<file path="src/rtl/frame_pkg.sv">
// Shared constants and board types for the frame sequencer slice.
// Latency: n/a (declarations only).
// Backpressure: n/a.
package frame_pkg;

  // Default 640x480@60 timing
  localparam int H_ACTIVE = 640;
  localparam int H_FP     = 16;
  localparam int H_SYNC   = 96;
  localparam int H_BP     = 48;
  localparam int V_ACTIVE = 480;
  localparam int V_FP     = 10;
  localparam int V_SYNC   = 2;
  localparam int V_BP     = 33;

  localparam int H_TOTAL  = H_ACTIVE + H_FP + H_SYNC + H_BP;
  localparam int V_TOTAL  = V_ACTIVE + V_FP + V_SYNC + V_BP;
  localparam int HS_START = H_ACTIVE + H_FP;
  localparam int HS_END   = HS_START + H_SYNC;
  localparam int VS_START = V_ACTIVE + V_FP;
  localparam int VS_END   = VS_START + V_SYNC;

  localparam int COORD_BITS = 10;

  // Board geometry: 16 cells of 4-bit exponent
  localparam int CELL_BITS = 4;
  localparam int NUM_CELLS = 16;
  localparam int GRID_BITS = CELL_BITS * NUM_CELLS;

  typedef logic [GRID_BITS-1:0] grid_t;
  typedef logic [NUM_CELLS-1:0] mask_t;

  typedef struct packed {
    grid_t grid;
    mask_t new_tiles;
  } board_t;

endpackage

</file>
<file path="src/rtl/frame_sequencer_if.sv">
// Board update channel from game logic into the frame sequencer.
// Latency: n/a (wires only).
// Backpressure: valid/ready; payload held stable while valid && !ready.
interface frame_sequencer_if;
  import frame_pkg::*;

  grid_t upd_grid;
  mask_t upd_new_tiles;
  logic  upd_valid;
  logic  upd_ready;

  modport master (output upd_grid, output upd_new_tiles, output upd_valid, input upd_ready);
  modport slave  (input upd_grid, input upd_new_tiles, input upd_valid, output upd_ready);

endinterface

</file>
<file path="src/rtl/frame_sequencer_vga_timing.sv">
// VGA raster counters with sync/blank decode.
// Latency: decodes are combinational from registered x/y (aligned with x/y).
// Backpressure: none, free-running.
module vga_timing #(
  parameter int H_ACTIVE = frame_pkg::H_ACTIVE,
  parameter int H_FP     = frame_pkg::H_FP,
  parameter int H_SYNC   = frame_pkg::H_SYNC,
  parameter int H_BP     = frame_pkg::H_BP,
  parameter int V_ACTIVE = frame_pkg::V_ACTIVE,
  parameter int V_FP     = frame_pkg::V_FP,
  parameter int V_SYNC   = frame_pkg::V_SYNC,
  parameter int V_BP     = frame_pkg::V_BP
) (
  input  logic                             clk,
  input  logic                             rst_n,
  output logic [frame_pkg::COORD_BITS-1:0] x,
  output logic [frame_pkg::COORD_BITS-1:0] y,
  output logic                             hsync,
  output logic                             vsync,
  output logic                             display_on,
  output logic                             vblank_start
);
  import frame_pkg::*;

  localparam int LINE_LEN    = H_ACTIVE + H_FP + H_SYNC + H_BP;
  localparam int FRAME_LINES = V_ACTIVE + V_FP + V_SYNC + V_BP;
  localparam int HS_LO       = H_ACTIVE + H_FP;
  localparam int HS_HI       = HS_LO + H_SYNC;
  localparam int VS_LO       = V_ACTIVE + V_FP;
  localparam int VS_HI       = VS_LO + V_SYNC;

  // Raster scan: x every clock, y on x wrap
  always_ff @(posedge clk or negedge rst_n) begin
    if (!rst_n) begin
      x <= '0;
      y <= '0;
    end else if (x == COORD_BITS'(LINE_LEN - 1)) begin
      x <= '0;
      y <= (y == COORD_BITS'(FRAME_LINES - 1)) ? '0 : y + COORD_BITS'(1);
    end else begin
      x <= x + COORD_BITS'(1);
    end
  end

  // Sync and blanking decode straight off the counters
  always_comb begin
    hsync        = !((x >= COORD_BITS'(HS_LO)) && (x < COORD_BITS'(HS_HI)));
    vsync        = !((y >= COORD_BITS'(VS_LO)) && (y < COORD_BITS'(VS_HI)));
    display_on   = (x < COORD_BITS'(H_ACTIVE)) && (y < COORD_BITS'(V_ACTIVE));
    vblank_start = (x == '0) && (y == COORD_BITS'(V_ACTIVE));
  end

endmodule

</file>
<file path="src/rtl/frame_sequencer.sv">
// VGA timing plus vblank-synchronous board double buffer and new-tile fade counter.
// Latency: accepted update is displayed after the next vblank_start edge (never bypassed).
// Backpressure: one-deep pending slot; upd_ready low while full except on the commit cycle.
module frame_sequencer #(
  parameter int H_ACTIVE        = frame_pkg::H_ACTIVE,
  parameter int H_FP            = frame_pkg::H_FP,
  parameter int H_SYNC          = frame_pkg::H_SYNC,
  parameter int H_BP            = frame_pkg::H_BP,
  parameter int V_ACTIVE        = frame_pkg::V_ACTIVE,
  parameter int V_FP            = frame_pkg::V_FP,
  parameter int V_SYNC          = frame_pkg::V_SYNC,
  parameter int V_BP            = frame_pkg::V_BP,
  parameter int FADE_START      = 7,
  parameter int FRAMES_PER_STEP = 4
) (
  input  logic                             clk,
  input  logic                             rst_n,
  frame_sequencer_if.slave                 upd,
  output logic [frame_pkg::COORD_BITS-1:0] x,
  output logic [frame_pkg::COORD_BITS-1:0] y,
  output logic                             hsync,
  output logic                             vsync,
  output logic                             display_on,
  output logic                             vblank_start,
  output logic [frame_pkg::GRID_BITS-1:0]  grid,
  output logic [frame_pkg::NUM_CELLS-1:0]  new_tiles,
  output logic [2:0]                       new_tiles_counter
);
  import frame_pkg::*;

  localparam int DIV_W = (FRAMES_PER_STEP > 1) ? $clog2(FRAMES_PER_STEP) : 1;

  board_t             pend;
  logic               full;
  logic               commit;
  logic               accept;
  logic [DIV_W-1:0]   fade_div;

  vga_timing #(
    .H_ACTIVE (H_ACTIVE), .H_FP (H_FP), .H_SYNC (H_SYNC), .H_BP (H_BP),
    .V_ACTIVE (V_ACTIVE), .V_FP (V_FP), .V_SYNC (V_SYNC), .V_BP (V_BP)
  ) u_timing (
    .clk          (clk),
    .rst_n        (rst_n),
    .x            (x),
    .y            (y),
    .hsync        (hsync),
    .vsync        (vsync),
    .display_on   (display_on),
    .vblank_start (vblank_start)
  );

  // Commit frees the slot in the same cycle, so a waiting update can refill it
  always_comb begin
    commit        = vblank_start && full;
    upd.upd_ready = !full || commit;
    accept        = upd.upd_valid && upd.upd_ready;
  end

  // Pending slot: one buffered board waiting for the next vblank
  always_ff @(posedge clk or negedge rst_n) begin
    if (!rst_n) begin
      pend <= '0;
      full <= 1'b0;
    end else if (accept) begin
      pend <= '{grid: upd.upd_grid, new_tiles: upd.upd_new_tiles};
      full <= 1'b1;
    end else if (commit) begin
      full <= 1'b0;
    end
  end

  // Displayed board and fade countdown, only touched on the vblank_start edge
  always_ff @(posedge clk or negedge rst_n) begin
    if (!rst_n) begin
      grid              <= '0;
      new_tiles         <= '0;
      new_tiles_counter <= '0;
      fade_div          <= '0;
    end else if (commit) begin
      grid              <= pend.grid;
      new_tiles         <= pend.new_tiles;
      new_tiles_counter <= (|pend.new_tiles) ? 3'(FADE_START) : 3'd0;
      fade_div          <= '0;
    end else if (vblank_start && (new_tiles_counter != 3'd0)) begin
      if (fade_div == DIV_W'(FRAMES_PER_STEP - 1)) begin
        fade_div          <= '0;
        new_tiles_counter <= new_tiles_counter - 3'd1;
      end else begin
        fade_div <= fade_div + DIV_W'(1);
      end
    end
  end

endmodule

</file>
<file path="src/flat_wrapper.sv">
// flat-port wrapper written by rule: the top's interface ports become plain ports
module frame_sequencer_flat import frame_pkg::*;
#(
  parameter int H_ACTIVE        = frame_pkg::H_ACTIVE,
  parameter int H_FP            = frame_pkg::H_FP,
  parameter int H_SYNC          = frame_pkg::H_SYNC,
  parameter int H_BP            = frame_pkg::H_BP,
  parameter int V_ACTIVE        = frame_pkg::V_ACTIVE,
  parameter int V_FP            = frame_pkg::V_FP,
  parameter int V_SYNC          = frame_pkg::V_SYNC,
  parameter int V_BP            = frame_pkg::V_BP,
  parameter int FADE_START      = 7,
  parameter int FRAMES_PER_STEP = 4
)
  (clk, rst_n, x, y, hsync, vsync, display_on, vblank_start, grid, new_tiles, new_tiles_counter, upd_upd_grid, upd_upd_new_tiles, upd_upd_valid, upd_upd_ready);
  frame_sequencer_if upd_i ();
  input  logic clk;
  input  logic rst_n;
  output logic [frame_pkg::COORD_BITS-1:0] x;
  output logic [frame_pkg::COORD_BITS-1:0] y;
  output logic hsync;
  output logic vsync;
  output logic display_on;
  output logic vblank_start;
  output logic [frame_pkg::GRID_BITS-1:0] grid;
  output logic [frame_pkg::NUM_CELLS-1:0] new_tiles;
  output logic [2:0] new_tiles_counter;
  input wire logic [$bits(upd_i.upd_grid)-1:0] upd_upd_grid;
  input wire logic [$bits(upd_i.upd_new_tiles)-1:0] upd_upd_new_tiles;
  input wire logic [$bits(upd_i.upd_valid)-1:0] upd_upd_valid;
  output wire logic [$bits(upd_i.upd_ready)-1:0] upd_upd_ready;
  assign upd_i.upd_grid = upd_upd_grid;
  assign upd_i.upd_new_tiles = upd_upd_new_tiles;
  assign upd_i.upd_valid = upd_upd_valid;
  assign upd_upd_ready = upd_i.upd_ready;
  frame_sequencer #(.H_ACTIVE(H_ACTIVE), .H_FP(H_FP), .H_SYNC(H_SYNC), .H_BP(H_BP), .V_ACTIVE(V_ACTIVE), .V_FP(V_FP), .V_SYNC(V_SYNC), .V_BP(V_BP), .FADE_START(FADE_START), .FRAMES_PER_STEP(FRAMES_PER_STEP)) u_core (.clk(clk), .rst_n(rst_n), .upd(upd_i), .x(x), .y(y), .hsync(hsync), .vsync(vsync), .display_on(display_on), .vblank_start(vblank_start), .grid(grid), .new_tiles(new_tiles), .new_tiles_counter(new_tiles_counter));
endmodule
</file>
<file path="config.mk">
export PLATFORM = sky130hd
export DESIGN_NAME = frame_sequencer_flat
export DESIGN_NICKNAME = d
export VERILOG_FILES = /design/src/rtl/frame_pkg.sv /design/src/rtl/frame_sequencer_if.sv /design/src/rtl/frame_sequencer_vga_timing.sv /design/src/rtl/frame_sequencer.sv /design/src/flat_wrapper.sv
export SDC_FILE = /design/constraint.sdc
export NUM_CORES = 1
export LEC_CHECK = 0
export BUFFER_PORTS_ARGS = -buffer_cell sky130_fd_sc_hd__buf_4
export CAP_MARGIN = 20
export CORE_AREA = 2 2 175 108
export CTS_CLUSTER_DIAMETER = 30
export DETAILED_ROUTE_END_ITERATION = 8
export DIE_AREA = 0 0 177 110
export GPL_TIMING_DRIVEN = 0
export PLACE_DENSITY = 0.74
export SYNTH_ARGS = -nofsm -noshare
export SYNTH_HDL_FRONTEND = slang
export SYNTH_SLANG_ARGS = --single-unit
</file>
<file path="constraint.sdc">
create_clock -name clk -period 2.9 [get_ports clk]
set_input_delay 0.145 -clock clk [delete_from_list [all_inputs] [get_ports clk]]
set_output_delay 0.145 -clock clk [all_outputs]
set_load 0.01 [all_outputs]
</file>
# Word-level counts from Yosys, hierarchy flattened
# Index checks and enable logic that the tools add are counted.
# word_totals
register_bits	186
output_inout_bits	108
in_bits	83
word_cells	52
# op_classes
addsub	4
n_lt_le_gt_ge	6
n_mux	11
n_eq_ne	4
reduce_logical	18
# ops
op	count
$add A10 B1 Y10 const B	2
$eq A10 B10 Y1 const B	2
$lt A10 B10 Y1 const B	2
$lt A10 B9 Y1 const B	2
$mux W10	2
$reduce_or A16 Y1	1
$mux W3	4
$eq A10 B9 Y1 const B	1
$ge A10 B10 Y1 const B	1
$ge A10 B9 Y1 const B	1
$logic_not A10 Y1	1
$logic_and A1 B1 Y1	7
$mux W2	3
$reduce_bool A2 Y1	3
$logic_not A1 Y1	3
$reduce_bool A3 Y1	1
$sub A3 B1 Y3 const B	1
$add A2 B1 Y2 const B	1
$eq A2 B2 Y1 const B	1
$mux W1	2
$reduce_and A2 Y1	1
$logic_or A1 B1 Y1	1

# Depth between registers and ports, before layout
# depth
depth_word	6
mapped_depth	8
depth_no_buf	7

# Modules after synthesis
# A second synthesis with hierarchy kept.
# unflattened
hier_cells	491
hier_area_um2	7838.8
# modules_own_cells
mod	instances	cells_each	seq_area_each_um2	area_each_um2
frame_sequencer	1	379	4154.0	6720.2
vga_timing	1	112	500.5	1118.6

# Worst setup path before layout
# No wires, ideal clock.
# synth_path
path_kind	register to register
startpoint	register u_core.u_timing.y[0] (netlist bit)
endpoint	register u_core.grid[14] (netlist bit)
path_stages_with_launch	8
t_required_ns	2.775
setup_ns	0.125
n_path_buf	1
slack_ns	0.731
period_less_slack_ns	2.169
t_arrival_ns	2.045
cell_sequence	dfrtp_1 inv_1 ha_1 nor2b_1 nand4_1 nor3_4 buf_6 mux2_2
# synth_via
elab_chain_cells	3
# synth_rtl
element	line_no	rtl
start: declaration	frame_sequencer_vga_timing.sv:17	output logic [frame_pkg::COORD_BITS-1:0] y,
start signal: assignment	frame_sequencer_vga_timing.sv:39	y <= (y == COORD_BITS'(FRAME_LINES - 1)) ? '0 : y + COORD_BITS'(1);
$eq A10 B9 Y1	frame_sequencer_vga_timing.sv:50	vblank_start = (x == '0) && (y == COORD_BITS'(V_ACTIVE));
$logic_and A1 B1 Y1	frame_sequencer_vga_timing.sv:50	
$logic_and A1 B1 Y1	frame_sequencer.sv:55	commit = vblank_start && full;
end signal: assignment	frame_sequencer.sv:81	grid <= pend.grid;
end: declaration	frame_sequencer.sv:25	output logic [frame_pkg::GRID_BITS-1:0] grid,
# Every way passes these cells.
# A chain may end at the register's enable or synchronous reset.

# Final worst setup path
# layout_path
startpoint	register u_core.u_timing.y[1] (netlist bit)
endpoint	output upd_upd_ready
# layout_via
elab_chain_cells	4
# layout_rtl
element	line_no	rtl
$eq A10 B9 Y1	frame_sequencer_vga_timing.sv:50	
$logic_and A1 B1 Y1	frame_sequencer_vga_timing.sv:50	
$logic_and A1 B1 Y1	frame_sequencer.sv:55	
$logic_or A1 B1 Y1	frame_sequencer.sv:56	upd.upd_ready = !full || commit;
end: declaration	flat_wrapper.sv:31	output wire logic [$bits(upd_i.upd_ready)-1:0] upd_upd_ready;
# Every way passes these cells.

==> metrics.md <==
| Metric | Value |
|---|---|
| Clk sink count | 186 |
| Largest net degree at the start of global routing | 98 |
| Dpl cells | 1223 |
| Wire per inst | 18.2 um |
| Instance count of the mapped netlist | 793 |
| IR drop worst, VDD | 0.000320 V |
| Fraction of layout cells with a size suffix above 1 | 0.310 |
| Crit path max fanout | 10 |
| Via count | 7265 |
| Status | completed |
| Clk_lat worst skew | 0.42 ns |
| Ys flop type | dfrtp_1 |
| Diodes inserted | 0 |
| Synthesized flop and latch total | 186 |
| Root buf cell | clkbuf_16 |
| Multi-input combinational cell area | 3800 um^2 |
| 1st-iter DRT viols | 641 |
| CTS max path bufs | 2 |
| Hold WC Path Type | in2reg |
| Post-DP HPWL | 16400 um |
| Sequential element share of the synthesized area | 0.528 |
| CP endpoint kind | primary output |
| Yosys cell types | 49 |
| Setup crit start kind | flop |
| Residual DRC | 0 |
| GRT Total Usage | 0.250 |
| Final wirelength | 23600 um |
| FILL cells | 1430 |
| H-tree levels | 4 |
| Slew @ Worst Pin | 0.838 ns |
| Rows | 38 |
| Hold violation count in the final report | 0 |
| Fin util | 0.649 |
| First-pass GRT wire length | 38000 um |
| Non-Filler Instances | 1297 |
| Layout area overhead | 31.4% |
| Yosys warns | 0 |
| Vias in the first global route | 7092 |
| EDFF count, synth | 0 |
| CTS tree | done |
| Final Critical Period | 2.71 ns |
| Tcrit/Tclk final | 0.934 |
| Fin nets | 1135 |
| Drt pass-1 iters | 5 |
| Max-cap violation count | 0 |
| Crit Path Class | reg2out |
| Max Freq | 0.369 GHz |
| Clk_skew | 0.0129 ns |
| FF/Latch Area | 4650 um^2 |
| GR Overflow Total | 0 |
| Relative slew margins | 0.441 |
| Req. time, crit path | 2.76 ns |
| Setup Viol. Count Final | 0 |
| Total I/O pin count | 191 |
| DR vias/cell | 5.60 |
| Initial core utilization | 0.494 |
| Die Width | 177 um |
| Syn avg cell area | 11.1 um^2 |
| WHS Path Cells | 3 |
| Die ar. | 19500 um^2 |
| Cell Pwr Density | 449 nW/um^2 |
| Core footprint | 17800 um^2 |
| Synth Cell Area | 8810 um^2 |
| Syn_nets | 884 |
| Lkg Pwr | 5.20 nW |
| Routed Antenna Nets | 0 |
| WP data arrival | 2.56 ns |
| RSZ-0062 raised after global routing | no |
| Initial antenna violation count | 0 |
| Routability cong. | 0.946 |
| Power, Total | 5.20 mW |
| Num CTS Buffers | 17 |
| Reg2Reg Depth | 8 |
| I/O Buffers | 189 |
| Final count of pins violating max slew | 0 |
| Worst-path clk slew | 0.08 ns |
| FFs w/ async S/R, synth | 1.00 |
| Die height | 110 um |
## sequential cells by signal, indices dropped and copies added (netlist names)
register	cells
u_core.u_timing.y	10
u_core.new_tiles_counter	3
u_core.full	1
u_core.new_tiles	16
u_core.pend	80
u_core.fade_div	2
u_core.grid	64
u_core.u_timing.x	10
## cells in the mapped netlist (2+ instances only)
| cell | instances | share of area |
|---|---|---|
| a21oi_1 | 2 | 0.0011 |
| nor3_1 | 5 | 0.0028 |
| a22o_1 | 3 | 0.0030 |
| inv_1 | 9 | 0.0038 |
| ha_1 | 8 | 0.011 |
| nand4_1 | 4 | 0.0028 |
| or4_1 | 2 | 0.0017 |
| mux2_1 | 7 | 0.0090 |
| o22ai_1 | 2 | 0.0014 |
| or2_2 | 3 | 0.0021 |
| and2_1 | 2 | 0.0014 |
| nor2b_1 | 3 | 0.0021 |
| mux2_2 | 74 | 0.095 |
| o211ai_1 | 160 | 0.14 |
| o41ai_1 | 2 | 0.0020 |
| nand3_1 | 10 | 0.0057 |
| buf_2 | 9 | 0.0051 |
| nor2_1 | 10 | 0.0043 |
| and3_1 | 6 | 0.0043 |
| o21ai_0 | 12 | 0.0068 |
| dfrtp_1 | 186 | 0.53 |
| nand2_1 | 97 | 0.041 |
| clkbuf_1 | 48 | 0.020 |
| and4_1 | 3 | 0.0030 |
| a221o_1 | 2 | 0.0023 |
| nor4_1 | 5 | 0.0036 |
| xnor2_1 | 3 | 0.0030 |
| xor2_1 | 5 | 0.0050 |
| buf_6 | 8 | 0.010 |
| nand2b_1 | 82 | 0.058 |
| nand4b_1 | 3 | 0.0030 |
## routing by layer
| layer | vias to the layer above | GRT usage | routed length (um) |
|---|---|---|---|
| li1 | 3396 | - | - |
| met1 | 3623 | 0.404 | 12200 |
| met2 | 229 | 0.350 | 9870 |
| met3 | 17 | 0.0422 | 1280 |
| met4 | 0 | 0.0502 | 210 |
| met5 | - | 0 | 0 |
## cells by family (layout without fill, tap and decap cells)
kind of cell    count (synthesis)  count (layout)  synth area share
mux                            81              81             0.104
buf+inv                        76             340            0.0406
flops                         186             186             0.528
fa+ha+maj                       8               8            0.0114
simple gates                  242             242             0.147
compound gates                192             192             0.161
xor+xnor                        8               8           0.00796
## report_power, final
part,switching [mW],internal (mW),total (mW)
logic,0.150,0.151,0.301
clock network,1.10,1.21,2.31
registers,0.00000000639,2.59,2.59
total,1.25,3.96,5.20
## final cells by class
class,instances,area share
clock inverter,12,0.0104
inverter,10,0.00324
sequential,186,0.402
tap,240,0.0259
buffer,64,0.0272
timing repair buffer,234,0.163
multi-input combinational,531,0.328
clock buffer,20,0.0403
## per-stage QoR
step	setup WS, ns	hold WS, ns	cell area, um^2	TNS, ns
2_1_floorplan	0.731	-0.151	8810	0
3_3_place_gp	-0.0229	0.430	10500	-0.602
6_report	0.191	0.0124	11600	0
5_1_grt	0.0478	0.000993	11600	0
4_1_cts	0.0231	0.000383	11600	0
3_5_place_dp	-0.0507	0.207	10600	-2.53
## cells in the final DEF, fill, tap and decap left out, drive strengths merged, types with 2 or more instances in the layout
cell	instances
nand2	98
nor4b	2
xor2	5
o211ai	160
a22o	3
xnor2	3
mux2	81
nor3	6
nor2b	3
ha	8
clkinv	4
and3	6
and2	2
nor4	6
clkbuf	67
nand3	10
or2	3
or4	2
dfrtp	186
o22ai	2
o41ai	2
a221o	2
nor2	10
a21oi	2
o21ai	12
inv	18
and4	3
nand4b	3
buf	211
nand2b	82
nand4	4
dlygate4sd3	40
## final timing paths
path,start,to,slack [ns]
max in group asynchronous,rst_n,u_core.pend[54],1.65
max reg2reg,u_core.u_timing.y[1],u_core.new_tiles_counter[1],0.31
min reg2reg,u_core.grid[10],u_core.grid[10],0.49
min in group asynchronous,rst_n,u_core.u_timing.y[2],0.31
max,u_core.u_timing.y[1],upd_upd_ready,0.19
min,upd_upd_grid[7],u_core.pend[23],0.01
## what timing repair did
| action | 4_1_cts | 5_1_grt |
|---|---|---|
| buffers inserted | 2 | 2 |
| resized for setup | 0 | 5 |
| hold endpoints to repair | 128 | 0 |
| setup endpoints to repair | 81 | 104 |
| pin swaps | 1 | 1 |
| hold buffers | 40 | 0 |
## worst max-delay path, stage by stage, from the launching register on
cell	delay [ns]
dfrtp_1	0.47
inv_1	0.11
ha_1	0.18
nor2b_1	0.29
nand4_1	0.26
o21a_2	0.39
clkbuf_2	0.24
inv_1	0.08
buf_4	0.11
(Power assumes the default switching activity.)
